## config.mk

```make
export PLATFORM = sky130hd
export DESIGN_NAME = pll_reset_sequencer
export DESIGN_NICKNAME = d
export VERILOG_FILES = /design/src/rtl/pll_seq_pkg.sv /design/src/rtl/sync_ff.sv /design/src/rtl/pll_reset_sequencer.sv
export SDC_FILE = /design/constraint.sdc
export NUM_CORES = 1
export LEC_CHECK = 0
export ABC_AREA = 1
export ABC_CLOCK_PERIOD_IN_PS = 1800
export BUFFER_PORTS_ARGS = -buffer_cell sky130_fd_sc_hd__buf_2
export CORE_ASPECT_RATIO = 1.5
export CORE_UTILIZATION = 46
export DETAILED_ROUTE_END_ITERATION = 10
export GPL_TIMING_DRIVEN = 0
export HOLD_SLACK_MARGIN = 0.1
export PLACE_DENSITY = 0.64
export SLEW_MARGIN = 25
export SYNTH_ARGS = -nofsm -noshare
export SYNTH_HDL_FRONTEND = slang
export SYNTH_HIERARCHICAL = 1
export SYNTH_SLANG_ARGS = --single-unit
```

## constraint.sdc

```tcl
create_clock -name clock_in -period 1.8 [get_ports clock_in]
set_clock_uncertainty 0.2 [all_clocks]
set_input_delay 0.18 -clock clock_in [delete_from_list [all_inputs] [get_ports clock_in]]
set_output_delay 0.18 -clock clock_in [all_outputs]
set_load 0.01 [all_outputs]
```

## src/rtl/pll_seq_pkg.sv

```systemverilog
// Shared state encodings and default timing for the PLL reset sequencer.
// Defaults assume a 10 MHz reference clock.
package pll_seq_pkg;

    localparam int DEF_PLL_RST_CYCLES = 16;
    localparam int DEF_LOCK_TIMEOUT   = 10000;
    localparam int DEF_STABLE_CYCLES  = 1000;
    localparam int DEF_MAX_RETRIES    = 3;
    localparam int DEF_SYNC_STAGES    = 2;

    typedef enum logic [2:0] {
        ST_RESET_PLL = 3'd0,
        ST_WAIT_LOCK = 3'd1,
        ST_STABLE    = 3'd2,
        ST_RUN       = 3'd3,
        ST_LOST      = 3'd4,
        ST_FAULT     = 3'd5
    } state_e;

    function automatic int max2(input int a, input int b);
        return (a > b) ? a : b;
    endfunction

endpackage

```

## src/rtl/sync_ff.sv

```systemverilog
// Multi-flop synchronizer for a single asynchronous level; latency STAGES cycles.
// No handshake: the input is a level that is simply resampled every cycle.
module sync_ff #(
    parameter int STAGES = 2
) (
    input  logic clk_i,
    input  logic rst_ni,
    input  logic d_i,
    output logic q_o
);

    logic [STAGES-1:0] sync_q;

    always_ff @(posedge clk_i or negedge rst_ni) begin
        if (!rst_ni) begin
            sync_q <= '0;
        end else begin
            sync_q <= {sync_q[STAGES-2:0], d_i};
        end
    end

    assign q_o = sync_q[STAGES-1];

endmodule

```

## src/rtl/pll_reset_sequencer.sv

```systemverilog
// PLL bring-up and downstream reset sequencer on the reference clock; optional PLL_SEQ_LOSS_COUNT_EN adds a lock-loss counter.
// Lock rise to STABLE is SYNC_STAGES+1 cycles; all outputs registered, no backpressure.
module pll_reset_sequencer
    import pll_seq_pkg::*;
#(
    parameter int PLL_RST_CYCLES = DEF_PLL_RST_CYCLES,
    parameter int LOCK_TIMEOUT   = DEF_LOCK_TIMEOUT,
    parameter int STABLE_CYCLES  = DEF_STABLE_CYCLES,
    parameter int MAX_RETRIES    = DEF_MAX_RETRIES,
    parameter int SYNC_STAGES    = DEF_SYNC_STAGES,
    localparam int RC_W          = $clog2(MAX_RETRIES + 1)
) (
    input  logic            clock_in,
    input  logic            rst_in,
    input  logic            pll_locked_in,
    input  logic            restart_in,
    output logic            pll_rst_out,
    output logic            sys_rst_n_out,
    output logic            ready_out,
    output logic            fault_out,
    output logic [2:0]      state_out,
    output logic [RC_W-1:0] retry_count_out
`ifdef PLL_SEQ_LOSS_COUNT_EN
    ,
    output logic [7:0]      lock_loss_count_out
`endif
);

    localparam int TMR_W = max2(max2($clog2(PLL_RST_CYCLES), $clog2(LOCK_TIMEOUT)), 1);
    localparam int STB_W = max2($clog2(STABLE_CYCLES), 1);

    localparam logic [TMR_W-1:0] RST_LAST  = TMR_W'(PLL_RST_CYCLES - 1);
    localparam logic [TMR_W-1:0] LOCK_LAST = TMR_W'(LOCK_TIMEOUT - 1);
    localparam logic [STB_W-1:0] STB_LAST  = STB_W'(STABLE_CYCLES - 1);
    localparam logic [RC_W-1:0]  RETRY_MAX = RC_W'(MAX_RETRIES);

    state_e            state_q, state_d;
    logic [TMR_W-1:0]  timer_q, timer_d;
    logic [STB_W-1:0]  stb_q, stb_d;
    logic [RC_W-1:0]   retry_q, retry_d;
    logic              pll_rst_q, sys_rst_n_q, ready_q, fault_q;
    logic              lock_s;

    sync_ff #(
        .STAGES (SYNC_STAGES)
    ) u_lock_sync (
        .clk_i  (clock_in),
        .rst_ni (rst_in),
        .d_i    (pll_locked_in),
        .q_o    (lock_s)
    );

    always_comb begin
        state_d = state_q;
        retry_d = retry_q;
        case (state_q)
            ST_RESET_PLL: begin
                if (timer_q == RST_LAST) begin
                    state_d = ST_WAIT_LOCK;
                end
            end
            ST_WAIT_LOCK: begin
                if (lock_s) begin
                    state_d = ST_STABLE;
                end else if (timer_q == LOCK_LAST) begin
                    if (retry_q == RETRY_MAX) begin
                        state_d = ST_FAULT;
                    end else begin
                        state_d = ST_RESET_PLL;
                        retry_d = retry_q + RC_W'(1);
                    end
                end
            end
            ST_STABLE: begin
                // A dropout here only restarts qualification; it costs no retry.
                if (!lock_s) begin
                    state_d = ST_WAIT_LOCK;
                end else if (stb_q == STB_LAST) begin
                    state_d = ST_RUN;
                    retry_d = '0;
                end
            end
            ST_RUN: begin
                if (restart_in) begin
                    state_d = ST_RESET_PLL;
                    retry_d = '0;
                end else if (!lock_s) begin
                    state_d = ST_LOST;
                end
            end
            ST_LOST: begin
                state_d = ST_RESET_PLL;
                retry_d = '0;
            end
            ST_FAULT: begin
                if (restart_in) begin
                    state_d = ST_RESET_PLL;
                    retry_d = '0;
                end
            end
            default: begin
                state_d = ST_RESET_PLL;
                retry_d = '0;
            end
        endcase
    end

    // Both counters restart on any state change, so neither can wrap.
    always_comb begin
        timer_d = timer_q;
        stb_d   = stb_q;
        if (state_d != state_q) begin
            timer_d = '0;
            stb_d   = '0;
        end else if (state_q == ST_RESET_PLL || state_q == ST_WAIT_LOCK) begin
            timer_d = timer_q + TMR_W'(1);
        end else if (state_q == ST_STABLE) begin
            stb_d = stb_q + STB_W'(1);
        end
    end

    always_ff @(posedge clock_in or negedge rst_in) begin
        if (!rst_in) begin
            state_q     <= ST_RESET_PLL;
            timer_q     <= '0;
            stb_q       <= '0;
            retry_q     <= '0;
            pll_rst_q   <= 1'b1;
            sys_rst_n_q <= 1'b0;
            ready_q     <= 1'b0;
            fault_q     <= 1'b0;
        end else begin
            state_q     <= state_d;
            timer_q     <= timer_d;
            stb_q       <= stb_d;
            retry_q     <= retry_d;
            // Outputs decoded from the next state so they change on the transition edge.
            pll_rst_q   <= (state_d == ST_RESET_PLL) || (state_d == ST_FAULT);
            sys_rst_n_q <= (state_d == ST_RUN);
            ready_q     <= (state_d == ST_RUN);
            fault_q     <= (state_d == ST_FAULT);
        end
    end

`ifdef PLL_SEQ_LOSS_COUNT_EN
    logic [7:0] loss_cnt_q;

    always_ff @(posedge clock_in or negedge rst_in) begin
        if (!rst_in) begin
            loss_cnt_q <= '0;
        end else if ((state_q == ST_RUN) && !lock_s && (loss_cnt_q != 8'hFF)) begin
            loss_cnt_q <= loss_cnt_q + 8'd1;
        end
    end

    assign lock_loss_count_out = loss_cnt_q;
`endif

    assign pll_rst_out     = pll_rst_q;
    assign sys_rst_n_out   = sys_rst_n_q;
    assign ready_out       = ready_q;
    assign fault_out       = fault_q;
    assign state_out       = state_q;
    assign retry_count_out = retry_q;

endmodule

```

==> run_results.csv, run 1 <==
group,metric,value,unit
detailed_routing,ant_nets,0,
finish,n_antenna_cell,0,
detailed_routing,first_iter_violations,20,
sta,clock.fmax,507.5,MHz
sta,tightest_slew,0.7516,ns
place,dp_slack,-0.2309,ns
finish,fill_cells,297,
worst_setup_path,arrival,1.98,ns
worst_setup_path,critical-path-max-stage-delay,0.35,ns
pwr,leakage,1.244,nW
finish,drive_gt1_frac,0.4332,
floorplanning,die-area,4202,sq um
pwr,power_density,1355,nW/um^2
worst_setup_path,slowest_stage,"dfrtp_1",
synthesis,yosys_register_bits,34,
finish,multi_input_area,1105,sq um
worst_setup_path,path_cells,"ha_2 > nand3_4 > nor2_4 > nand3_2 > nand2_2 > nand2_4 > a21oi_4 > nand2_4 > buf_8 > nor3_4",
detailed_routing,wl_per_cell,12.81,um
cts,cts.sink_count,34,
detailed_routing,viasPerCell,4.972,
sta,hold_ws,0.1252,ns
grt,first_global_vias,1630,
finish,fin_area,2577,sq um
sta,finalSetupTns,-2.972,ns
place,dp_hpwl,2507,um
cts,clockRootBuffer,"clkbuf_8",
cts,cts_tree,"built",
sta,setup_ws,-0.1703,ns
min_path,min_path_type,"in2reg",
worst_setup_path,crit_path_end_kind,"flip-flop",
synthesis,syn_inst,227,
synthesis,avgSynthCellArea,7.987,sq um
synthesis,ys_seq_area_frac,0.4700,
sta,relSlewSlack,0.4990,
detailed_routing,wl,4100,um
detailed_routing,vias,1591,
floorplanning,die_height,78.89,um
place,globalplace.congestion,0.8052,
cts,cts.htree.levels,2,
finish,utilization,0.6936,
synthesis,netlist_area,1813,sq um
worst_setup_path,cp_top_family,"simple AND/OR/NAND/NOR gates",
floorplanning,die_w,53.26,um
sta,rsz0062_at_grt,"yes",
worst_setup_path,critPathKind,"reg2reg",
synthesis,yosys_warnings,6,
worst_setup_path,critPathLaunchType,"flip-flop",
detailed_routing,first_pass_iters,4,
outcome,violations,"setup timing",
synthesis,ys_types,28,
run,cap_violations,0,
cts,clk_latency,0.28,ns
floorplanning,coreArea,3716,sq um
finish,nets,283,
floorplanning,start_util,0.4879,
cts,cts_made_buffers,5,
sta,finalSetupViolations,24,
grt,grt_overflow,0,
grt,grtUsageTotal,0.2217,
worst_setup_path,crit_buf_inv,1,
cts,cts.clk_slew.worst_paths,0.07,ns
place,port_buffers,12,
worst_setup_path,timing.critical_path.required,1.81,ns
place,place_area,1977,sq um
detailed_routing,drcViolationCount,0,
worst_setup_path,cp_common_cell,"nand2_4",
grt,grt_first_pass_wirelength,6900,um
cts,cts.path.max_buffers,2,
finish,seq_area,855.8,sq um
sta,finalCritPeriodShare,1.095,
worst_setup_path,cp_max_fo,5,
synthesis,syn_nets,234,
sta,maxSlewViolCount,0,
outcome,status,"finished, violations left",
floorplanning,row_count,27,
grt,grt_max_degree,35,
pwr,irDropWorstVdd,0.001238,V
finish,area_growth_syn_to_layout,42.17,%
sta,period_needed,1.970,ns
sta,hold_violations,0,
floorplanning,pin_count,13,
grt,antenna_found_initial,0,
-- cells by family after synthesis --
logic type               Yosys count  share of synthesized area
AO/OA/AOI/OAI                     16                    0.05245
XOR/XNOR                          17                    0.08212
adder cells (fa/ha/maj)            3                    0.02071
buffers and inverters             32                    0.07315
flip-flops                        34                     0.4700
AND/OR/NAND/NOR                  125                     0.3016
-- synthesized netlist by cell type --
| master | n | area, sq um |
|---|---|---|
| nor3_1 | 6 | 30.03 |
| a21oi_1 | 5 | 25.02 |
| dfstp_2 | 1 | 26.28 |
| buf_4 | 1 | 7.510 |
| buf_2 | 1 | 5.000 |
| nand4_1 | 6 | 37.54 |
| nor2_4 | 1 | 11.26 |
| ha_1 | 3 | 37.54 |
| o21ai_0 | 4 | 20.02 |
| nor2_2 | 1 | 6.260 |
| dfrtp_1 | 33 | 825.8 |
| xor2_1 | 11 | 96.34 |
| xnor2_1 | 6 | 52.55 |
| a21o_1 | 1 | 7.510 |
| nand2_1 | 46 | 172.7 |
| o211ai_1 | 1 | 7.510 |
| clkinv_1 | 1 | 3.750 |
| a21oi_2 | 2 | 17.52 |
| inv_1 | 25 | 93.84 |
| a21boi_0 | 1 | 7.510 |
| inv_2 | 3 | 11.26 |
| nand3_1 | 15 | 75.07 |
| buf_6 | 1 | 11.26 |
| nand2_2 | 3 | 18.77 |
| nor2_1 | 44 | 165.2 |
| nand3_2 | 1 | 10.01 |
| o21ai_1 | 2 | 10.01 |
| nor3_2 | 2 | 20.02 |
-- sequential cells by signal, summed over array words and instances (netlist names) --
| name | flops |
|---|---|
| ready_out | 1 |
| stb_q | 10 |
| state_out | 3 |
| u_lock_sync/sync_q | 2 |
| pll_rst_out | 1 |
| fault_out | 1 |
| retry_count_out | 2 |
| timer_q | 14 |
-- what timing repair did --
item,CTS,global route
setup endpoints to repair,24,29
hold buffers,2,0
cloned,2,0
gates resized for setup,31,41
setup buffers,23,3
endpoints found under the hold margin,34,0
pin swaps,18,14
-- power by group --
group | switching (mW) | internal (mW) | leakage [nW] | total, mW
sequential | 0.108 | 0.877 | 0.455 | 0.985
combinational | 0.996 | 0.929 | 0.740 | 1.93
clock | 0.274 | 0.309 | 0.0482 | 0.583
-- cells in the final DEF, fill, tap and decap left out, types with 3 or more instances in the layout --
master	netlist	layout
nand2_4	0	7
o21ai_2	0	3
dfrtp_1	33	30
xnor2_1	6	6
a21oi_4	0	3
a21oi_1	5	3
nand3_1	15	10
nand2_2	3	10
o21ai_0	4	3
inv_2	3	5
buf_2	1	12
dfrtp_2	0	3
nand3_2	1	4
xor2_1	11	10
buf_4	1	23
clkbuf_8	0	6
nor2_4	1	7
buf_6	1	6
nor2_2	1	15
inv_1	25	23
nand4_1	6	6
nor2_1	44	24
nor3_2	2	4
nand2_1	46	32
-- worst paths after layout --
kind / slack, ns / cells after the start / start / endpoint
max in group asynchronous: 0.57 / 2 / rst_in / state_out[0]$_DFF_PN0_
worst min-delay path: 0.13 / 4 / restart_in / state_out[2]$_DFF_PN0_
worst max register to register: -0.17 / 10 / timer_q[0]$_DFFE_PN0P_ / stb_q[5]$_DFFE_PN0P_
worst min register to register: 0.15 / 0 / u_lock_sync/sync_q[0]$_DFF_PN0_ / u_lock_sync/sync_q[1]$_DFF_PN0_
worst max-delay path: -0.17 / 10 / timer_q[0]$_DFFE_PN0P_ / stb_q[5]$_DFFE_PN0P_
min in group asynchronous: 0.31 / 2 / rst_in / retry_count_out[0]$_DFFE_PN0P_
-- layer usage --
layer,vias up,share of wire,track usage
li1,812,-,-
met1,757,0.41,0.2436
met2,16,0.55,0.3913
met3,6,0.018,0.04215
met4,0,0.017,0.1026
met5,-,0,0
-- cell type report --
cell class              count  area share
flip-flops and latches     34      0.3320
clock inverters             1    0.001942
multi-input cells         161      0.4286
plain buffers               3     0.01311
repair buffers             42      0.1277
well taps                  43     0.02087
inverters                  29     0.04223
clock buffers               7     0.03350
-- stage by stage --
step	cells	power [mW]
floorplan	227	1.782
global route	320	3.699
detailed placement	282	2.044
global placement	282	2.021
finish	320	3.493
CTS	317	3.315
-- worst register-to-register path, stage by stage, from the launching register on --
cell,delay (ns)
dfrtp_1,0.35
ha_2,0.21
nand3_4,0.09
nor2_4,0.14
nand3_2,0.10
nand2_2,0.10
nand2_4,0.07
a21oi_4,0.17
nand2_4,0.13
buf_8,0.16
nor3_4,0.15
No activity file was read; power rests on OpenSTA's default activity.
==> run 2: changes to the inputs <==
Settings changed: CELL_PAD_IN_SITES_DETAIL_PLACEMENT set to 1, CELL_PAD_IN_SITES_GLOBAL_PLACEMENT set to 1, CORE_UTILIZATION 46 to 40, HOLD_SLACK_MARGIN 0.1 to not set, PLACE_DENSITY 0.64 to 0.73.
==> run_results.csv, run 2 (same netlist as run 1, synthesis figures left out) <==
group,metric,value,unit
outcome,status,"finished, violations left",
outcome,violations,"DRC, setup timing",
worst_setup_path,crit_buf_inv,3,
sta,hold_violations,0,
sta,clock.fmax,476.7,MHz
finish,utilization,0.5698,
finish,n_antenna_cell,0,
sta,finalSetupViolations,29,
pwr,leakage,1.198,nW
worst_setup_path,path_cells,"inv_2 > nor2_1 > nand2_1 > clkinv_1 > nand3_2 > nand3_1 > nand2_2 > nand2_4 > clkbuf_16 > nor3_2",
floorplanning,pin_count,13,
run,cap_violations,0,
grt,grtUsageTotal,0.2095,
pwr,finalPower,3.382,mW
worst_setup_path,arrival,2.12,ns
cts,cts.sink_count,34,
sta,relSlewSlack,0.4719,
worst_setup_path,critPathLaunchType,"flip-flop",
sta,rsz0062_at_grt,"yes",
grt,antenna_found_initial,0,
finish,final_cell_mix,"nand2_1 (37), nor2_1 (34), dfrtp_1 (30)",
detailed_routing,first_iter_violations,34,
detailed_routing,vias,1671,
cts,cts_made_buffers,5,
min_path,min_path_type,"in2reg",
sta,maxSlewViolCount,0,
floorplanning,coreArea,4282,sq um
detailed_routing,drcViolationCount,4,
place,globalplace.congestion,0.7779,
floorplanning,die-area,4811,sq um
detailed_routing,ant_nets,0,
finish,stdcell_count,320,
finish,largest_register,"timer_q",
finish,drive_gt1_frac,0.3577,
sta,tightest_slew,0.7922,ns
worst_setup_path,cp_max_fo,6,
detailed_routing,first_pass_iters,7,
grt,grt_first_pass_wirelength,7700,um
cts,cts_tree,"built",
finish,final_common_cell,"nand2_1",
sta,finalSetupTns,-6.960,ns
finish,largest_reg_flops,14,
pwr,power_density,1386,nW/um^2
cts,cts.htree.levels,2,
worst_setup_path,timing.critical_path.required,1.82,ns
finish,nets,280,
pwr,irDropWorstVdd,0.0006719,V
worst_setup_path,critical-path-max-stage-delay,0.46,ns
worst_setup_path,slowest_stage,"dfrtp_2",
grt,grt_max_degree,35,
sta,finalCritPeriodShare,1.165,
worst_setup_path,critPathKind,"reg2reg",
detailed_routing,viasPerCell,5.222,
floorplanning,die_height,84.46,um
floorplanning,start_util,0.4234,
grt,grt_overflow,0,
cts,clk_latency,0.29,ns
detailed_routing,wl,5203,um
place,place_inst,285,
cts,cts.path.max_buffers,2,
finish,fin_area,2440,sq um
place,dp_hpwl,2909,um
place,place_area,1981,sq um
floorplanning,die_w,56.97,um
worst_setup_path,crit_path_end_kind,"flip-flop",
worst_setup_path,cp_top_family,"simple AND/OR/NAND/NOR gates",
cts,clockRootBuffer,"clkbuf_8",
grt,first_global_vias,1707,
floorplanning,row_count,29,
place,port_buffers,12,
sta,setup_ws,-0.2978,ns
sta,period_needed,2.098,ns
detailed_routing,wl_per_cell,16.26,um
finish,area_growth_syn_to_layout,34.58,%
cts,cts.clk_slew.worst_paths,0.07,ns
==> run 2: changes by cell type in the layout (fill, tap and decap cells not counted), sizes merged <==
cell | previous run | this run
buf | 43 | 39
clkbuf | 7 | 8
==> run 2: worst min-delay path, stage by stage <==
cell and delay (ns):
buf_2 0.09, inv_1 0.08, nand3_2 0.13, nand2_4 0.07
==> run 2: power breakdown <==
| group | internal, mW | switching, mW | total (mW) |
|---|---|---|---|
| logic | 0.789 | 1.00 | 1.79 |
| clock network | 0.309 | 0.289 | 0.598 |
| registers | 0.877 | 0.114 | 0.991 |
==> run 2: metrics by stage <==
| step | setup WS, ns | hold WS (ns) |
|---|---|---|
| after floorplan | 0.001961 | -0.3156 |
| after global placement | -0.2567 | 0.08896 |
| after detailed placement | -0.2748 | 0.09014 |
| after CTS | -0.1366 | 0.1285 |
| after global routing | -0.4749 | 0.09831 |
| final | -0.2978 | 0.08668 |
==> run 2: final cells by class <==
class	instances	area, sq um
plain buffers	3	33.78
clock buffers	7	86.33
clock inverters	1	5.005
fillers	515	1842
inverters	29	108.9
multi-input cells	161	1003
flip-flops and latches	34	855.8
well taps	46	57.56
repair buffers	39	289.0
==> run 2: final timing paths <==
path	startpoint	endpoint	slack (ns)	cells after the start
max in group asynchronous	rst_in	state_out[1]$_DFF_PN0_	0.55	2
worst max register to register	state_out[0]$_DFF_PN0_	stb_q[5]$_DFFE_PN0P_	-0.30	10
min in group asynchronous	rst_in	stb_q[3]$_DFFE_PN0P_	0.30	2
worst min-delay path	restart_in	state_out[2]$_DFF_PN0_	0.09	4
worst max-delay path	state_out[0]$_DFF_PN0_	stb_q[5]$_DFFE_PN0P_	-0.30	10
worst min register to register	u_lock_sync/sync_q[0]$_DFF_PN0_	u_lock_sync/sync_q[1]$_DFF_PN0_	0.15	0
==> run 2: layer usage <==
layer / vias to the layer above / wire (um) / track usage
li1: 804 / - / -
met1: 820 / 1975 / 0.2406
met2: 28 / 2890 / 0.3647
met3: 19 / 98 / 0.04006
met4: 0 / 239 / 0.1042
met5: - / 0 / 0
==> run 2: repair_timing <==
action,in CTS,in global routing
resized for setup,9,30
cloned,0,1
hold endpoints to repair,34,0
setup endpoints to repair,24,28
buffers inserted,15,9
pin swaps,6,8
hold buffers,2,0
